### src/rtl/req_gnt_responder.sv
// Grant-side responder for a req/gnt handshake.
// Detects a rising edge on req and answers with a single-cycle gnt within
// MAX_LAT cycles. The requested latency is clamped to [1, MAX_LAT]. busy
// defers the grant. If busy is still high at the deadline, a one-cycle
// timeout pulse is raised instead of a grant. Saturating counters record
// detected rises and issued grants, so a checker can tell that its
// antecedent really fired.
module req_gnt_responder #(
  parameter int MAX_LAT = 3,
  parameter int CNT_W   = 8
) (
  input  logic             clk,
  input  logic             rst,
  input  logic             req,
  input  logic [1:0]       lat,
  input  logic             busy,
  output logic             gnt,
  output logic             timeout,
  output logic [CNT_W-1:0] rise_cnt,
  output logic [CNT_W-1:0] gnt_cnt
);

  // Width that holds any effective latency and any elapsed count.
  localparam int EW = (MAX_LAT < 2) ? 1 : $clog2(MAX_LAT + 1);

  typedef enum logic [1:0] {
    IDLE  = 2'd0,
    WAIT  = 2'd1,
    GRANT = 2'd2
  } state_t;

  state_t          state;
  state_t          state_nxt;
  logic            req_q;
  logic            rise;
  logic [EW-1:0]   elapsed;
  logic [EW-1:0]   elapsed_nxt;
  logic [EW-1:0]   lat_q;
  logic [EW-1:0]   lat_nxt;
  logic [EW-1:0]   lat_now;
  logic            gnt_nxt;
  logic            timeout_nxt;
  int              k_edge;

  // Clamp the requested latency into [1, MAX_LAT]. A request of 0 means
  // "as soon as possible", which is one cycle.
  function automatic logic [EW-1:0] eff_lat(input logic [1:0] l);
    int v;
    v = int'(l);
    if (v == 0) begin
      v = 1;
    end else if (v > MAX_LAT) begin
      v = MAX_LAT;
    end
    return EW'(v);
  endfunction

  // Increment that sticks at all-ones so a long run never wraps to zero.
  function automatic logic [CNT_W-1:0] sat_inc(input logic [CNT_W-1:0] c);
    if (&c) begin
      return c;
    end
    return c + CNT_W'(1);
  endfunction

  assign rise    = req & ~req_q;
  assign lat_now = eff_lat(lat);

  // Index of the edge being evaluated in WAIT. elapsed is 0 after E0, so
  // the edge being decided now is E_(elapsed+1).
  assign k_edge  = int'(elapsed) + 1;

  // Next-state and registered-output decode.
  always_comb begin
    state_nxt   = state;
    elapsed_nxt = elapsed;
    lat_nxt     = lat_q;
    gnt_nxt     = 1'b0;
    timeout_nxt = 1'b0;
    case (state)
      IDLE: begin
        if (rise) begin
          lat_nxt     = lat_now;
          elapsed_nxt = '0;
          if (!busy && (lat_now == EW'(1))) begin
            // One-cycle latency: gnt goes up on this very edge.
            gnt_nxt   = 1'b1;
            state_nxt = GRANT;
          end else if (MAX_LAT <= 1) begin
            // E0 is already the deadline when MAX_LAT is 1.
            timeout_nxt = 1'b1;
            state_nxt   = IDLE;
          end else begin
            state_nxt = WAIT;
          end
        end
      end
      WAIT: begin
        if (!busy && (k_edge >= int'(lat_q) - 1)) begin
          gnt_nxt   = 1'b1;
          state_nxt = GRANT;
        end else if (k_edge >= MAX_LAT - 1) begin
          // Deadline edge reached with busy still high.
          timeout_nxt = 1'b1;
          state_nxt   = IDLE;
        end else begin
          elapsed_nxt = elapsed + EW'(1);
        end
      end
      GRANT: begin
        // gnt was high for this cycle. Drop it and return to idle.
        // A rise seen on this edge is counted but not served.
        state_nxt = IDLE;
      end
      default: begin
        state_nxt = IDLE;
      end
    endcase
  end

  // FSM state register.
  always_ff @(posedge clk or posedge rst) begin
    if (rst) begin
      state <= IDLE;
    end else begin
      state <= state_nxt;
    end
  end

  // Edge detector, latched latency and elapsed-cycle tracking.
  // req_q resets high so that a req already high at reset release is not
  // treated as a rise.
  always_ff @(posedge clk or posedge rst) begin
    if (rst) begin
      req_q   <= 1'b1;
      lat_q   <= EW'(1);
      elapsed <= '0;
    end else begin
      req_q   <= req;
      lat_q   <= lat_nxt;
      elapsed <= elapsed_nxt;
    end
  end

  // Registered gnt and timeout pulses. Both are mutually exclusive by
  // construction of the decode above.
  always_ff @(posedge clk or posedge rst) begin
    if (rst) begin
      gnt     <= 1'b0;
      timeout <= 1'b0;
    end else begin
      gnt     <= gnt_nxt;
      timeout <= timeout_nxt;
    end
  end

  // Saturating event counters. Every detected rise is counted, including
  // rises ignored in WAIT or GRANT. A grant is counted on the edge that
  // sets gnt.
  always_ff @(posedge clk or posedge rst) begin
    if (rst) begin
      rise_cnt <= '0;
      gnt_cnt  <= '0;
    end else begin
      if (rise) begin
        rise_cnt <= sat_inc(rise_cnt);
      end
      if (gnt_nxt) begin
        gnt_cnt <= sat_inc(gnt_cnt);
      end
    end
  end

endmodule
### config.mk
export PLATFORM = sky130hd
export DESIGN_NAME = req_gnt_responder
export DESIGN_NICKNAME = d
export VERILOG_FILES = /design/src/rtl/req_gnt_responder.sv
export SDC_FILE = /design/constraint.sdc
export NUM_CORES = 1
export LEC_CHECK = 0
export ABC_AREA = 1
export CAP_MARGIN = 10
export CORE_MARGIN = 3
export CORE_UTILIZATION = 35
export DETAILED_ROUTE_END_ITERATION = 6
export PLACE_DENSITY = 0.66
export SYNTH_ARGS = -nofsm -noshare
export SYNTH_HDL_FRONTEND = slang
export SYNTH_SLANG_ARGS = --single-unit
export TNS_END_PERCENT = 10
### constraint.sdc
create_clock -name clk -period 2.1 [get_ports clk]
set_input_delay 0.63 -clock clk [delete_from_list [all_inputs] [get_ports clk]]
set_output_delay 0.63 -clock clk [all_outputs]
set_load 0.1 [all_outputs]
==> results.txt <==
Outcome -> finished clean
Fmax -> 0.521 GHz
DRC Markers -> 0
Unique masters post-synth -> 22
Via density per instance -> 4.53
Pwr dens -> 1420 mW/mm^2
Worst skew pair latency -> 0.27 ns
CP cell instances -> inv_1 -> ha_1 -> ha_1 -> nand2_1 -> nand2_1 -> nand3_1 -> nand2_4 -> nand2_4 -> nand2_1 -> nand2_1
Synth Instances -> 168
Critical path arrival -> 2.09 ns
Hold-fix buffers, CTS -> 0
Placer Congestion -> 0.863
Area grow syn2layout -> 38.6%
Buf/Inv on CP -> 1
Antenna Nets Post-Route -> 0
Worst Tran Pin Value -> 0.315 ns
Register area share after synthesis -> 45.3%
Most common cell after layout, fill and taps aside -> nand2_1
Worst Setup Start Kind -> flip-flop
Hold Path Depth -> 2
Worst-path fanout max -> 10
H-tree level count -> 1
Die H -> 68.9 um
Crit end category -> flip-flop
Placement Setup Slack -> 0.0789 ns
Die Width -> 68.9 um
DR iter-0 viols -> 35
Io pins -> 24
Synth warn -> 0
Critical path's largest stage delay -> 0.53 ns
Syn Area/Cell -> 8.24 um^2
R2R cell count -> 10
Worst-path clk slew -> 0.09 ns
Pre-antenna DRT Iters -> 5
Number of cell rows -> 22
First-pass GRT wire length -> 4.40 mm
Sink Count -> 25
Total Wirelength -> 2.51 mm
Initial antenna violation count -> 0
Mapped cell area -> 0.00139 mm^2
Rel. slew slack -> 79.0%
Worst path depth -> 10
Commonest non-fill, non-tap cells in the layout -> nand2_1, inv_1, dfrtp_1
Initial core utilization -> 37.0%
Peak supply drop -> 1.14 mV
CP max stage cell -> dfstp_2
Worst path required time -> 2.27 ns
Setup TNS -> 0 ns
Largest net degree at the start of global routing -> 26
DR WL/cell -> 10.2 um
Hold Crit Class -> reg2reg
Grt total ovfl -> 0
Core area -> 0.00374 mm^2
Post-CTS Resized -> 0
GRT Overall Usage -> 12.1%
Share of post-route cells with drive strength above 1 -> 19.8%
Final net count -> 211
# Post-CTS Setup Buffers -> 0
# port buffers -> 23
Post-DP HPWL -> 2.01 mm
CP dominant cell by count -> nand2_1
CTS tree -> yes
CP delay by family, top -> simple AND/OR/NAND/NOR gates
Skew final -> 0.00437 ns
Vias in the first global route -> 1048
Clock buffer count from CTS -> 3
CTS Buffer Depth -> 2
RSZ-0062 raised after global routing -> no
Fin crit share -> 91.5%
Pleak -> 0.975 nW
DR vias -> 1111
Antenna diode count -> 0
Clk root buf -> clkbuf_8
Max-cap violations -> 0
Slew Viols, Final -> 0
Area of the die -> 0.00475 mm^2
Syn_nets -> 181
Final Hold Fails -> 0
Fin worst setup slack -> 0.179 ns
Setup CP Type -> reg2reg
Minimum clock period -> 1.92 ns
Fill cells -> 365
Yosys reg bits -> 25
Final setup vio count -> 0
[stage by stage]
step           hold slack, ns  utilization [%]  std cells  power, mW  area (um^2)
2_1_floorplan           0.453                -        168       1.88         1390
3_3_place_gp            0.500             50.0        241       2.45         1870
3_5_place_dp            0.503             50.0        241       2.46         1870
4_1_cts                 0.525             51.3        245       2.76         1920
5_1_grt                 0.554             51.3        245       2.91         1920
6_report                0.518             51.3        245       2.73         1920
[logic make-up after synthesis]
kind of cell,count (synthesis),synth area share (%)
buf+inv,26,7.23
compound gates,7,2.80
simple gates,94,32.6
xor+xnor,9,5.69
fa+ha+maj,7,6.32
flops,25,45.3
[report_power, final]
group / internal, mW / total (mW) / switching (mW)
Clock: 0.134 / 0.291 / 0.157
Combinational: 0.566 / 1.61 / 1.05
Sequential: 0.631 / 0.823 / 0.193
Total: 1.33 / 2.73 / 1.40
[layout make-up]
cell class	count	area, um^2	area share [%]
Sequential cell	25	628	32.7
Clock inverter	1	7.51	0.391
Clock buffer	3	41.3	2.15
Inverter	26	100	5.22
Multi-Input combinational cell	117	657	34.2
Timing Repair Buffer	25	425	22.2
Tap cell	48	60.1	3.13
[registers in the layout, indices dropped and copies added, names as in the netlist]
| register | cells |
|---|---|
| gnt_cnt | 8 |
| rise_cnt | 8 |
| elapsed | 2 |
| lat_q | 2 |
| state | 2 |
| gnt | 1 |
| req_q | 1 |
| timeout | 1 |
[cell usage after synthesis]
cell type  instances  area, um^2
and3_1             2        12.5
dfrtp_1           23         576
dfstp_2            2        52.6
ha_1               7        87.6
inv_1             24        90.1
inv_2              1        3.75
inv_4              1        6.26
nand2_1           54         203
nand2_2            1        6.26
nand2_4            3        33.8
nand3_1           17        85.1
nand3_2            2        20.0
nand3_4            1        17.5
nand4_1            1        6.26
nor2_1             9        33.8
nor2_2             1        6.26
nor2_4             2        22.5
nor3_1             1        5.00
o21ai_0            6        30.0
o21ai_2            1        8.76
xnor2_1            3        26.3
xor2_1             6        52.6
[path summary, 6_finish.rpt]
path	startpoint	endpoint	slack, ns
min reg2reg	lat_q[1]$_DFFE_PP0P_	lat_q[1]$_DFFE_PP0P_	0.52
max in group asynchronous	rst	req_q$_DFF_PP1_	1.11
max reg2reg	lat_q[0]$_DFFE_PP1P_	gnt_cnt[4]$_DFFE_PP0P_	0.18
min in group asynchronous	rst	rise_cnt[3]$_DFFE_PP0P_	0.69
max	lat_q[0]$_DFFE_PP1P_	gnt_cnt[4]$_DFFE_PP0P_	0.18
min	lat_q[1]$_DFFE_PP0P_	lat_q[1]$_DFFE_PP0P_	0.52
[per-layer routing]
metal	wire length [um]	vias to the layer above	GRT usage [%]
li1	-	581	-
met1	1140	505	15.8
met2	1240	23	19.9
met3	114	2	2.59
met4	11	0	4.14
met5	0	-	0
[worst reg2reg max path, cell delays in order (launching register included)]
cell	delay [ns]
dfstp_2	0.53
inv_1	0.07
ha_1	0.30
ha_1	0.27
nand2_1	0.04
nand2_1	0.08
nand3_1	0.16
nand2_4	0.17
nand2_4	0.09
nand2_1	0.06
nand2_1	0.06
Power figures use the tool's default switching activity.
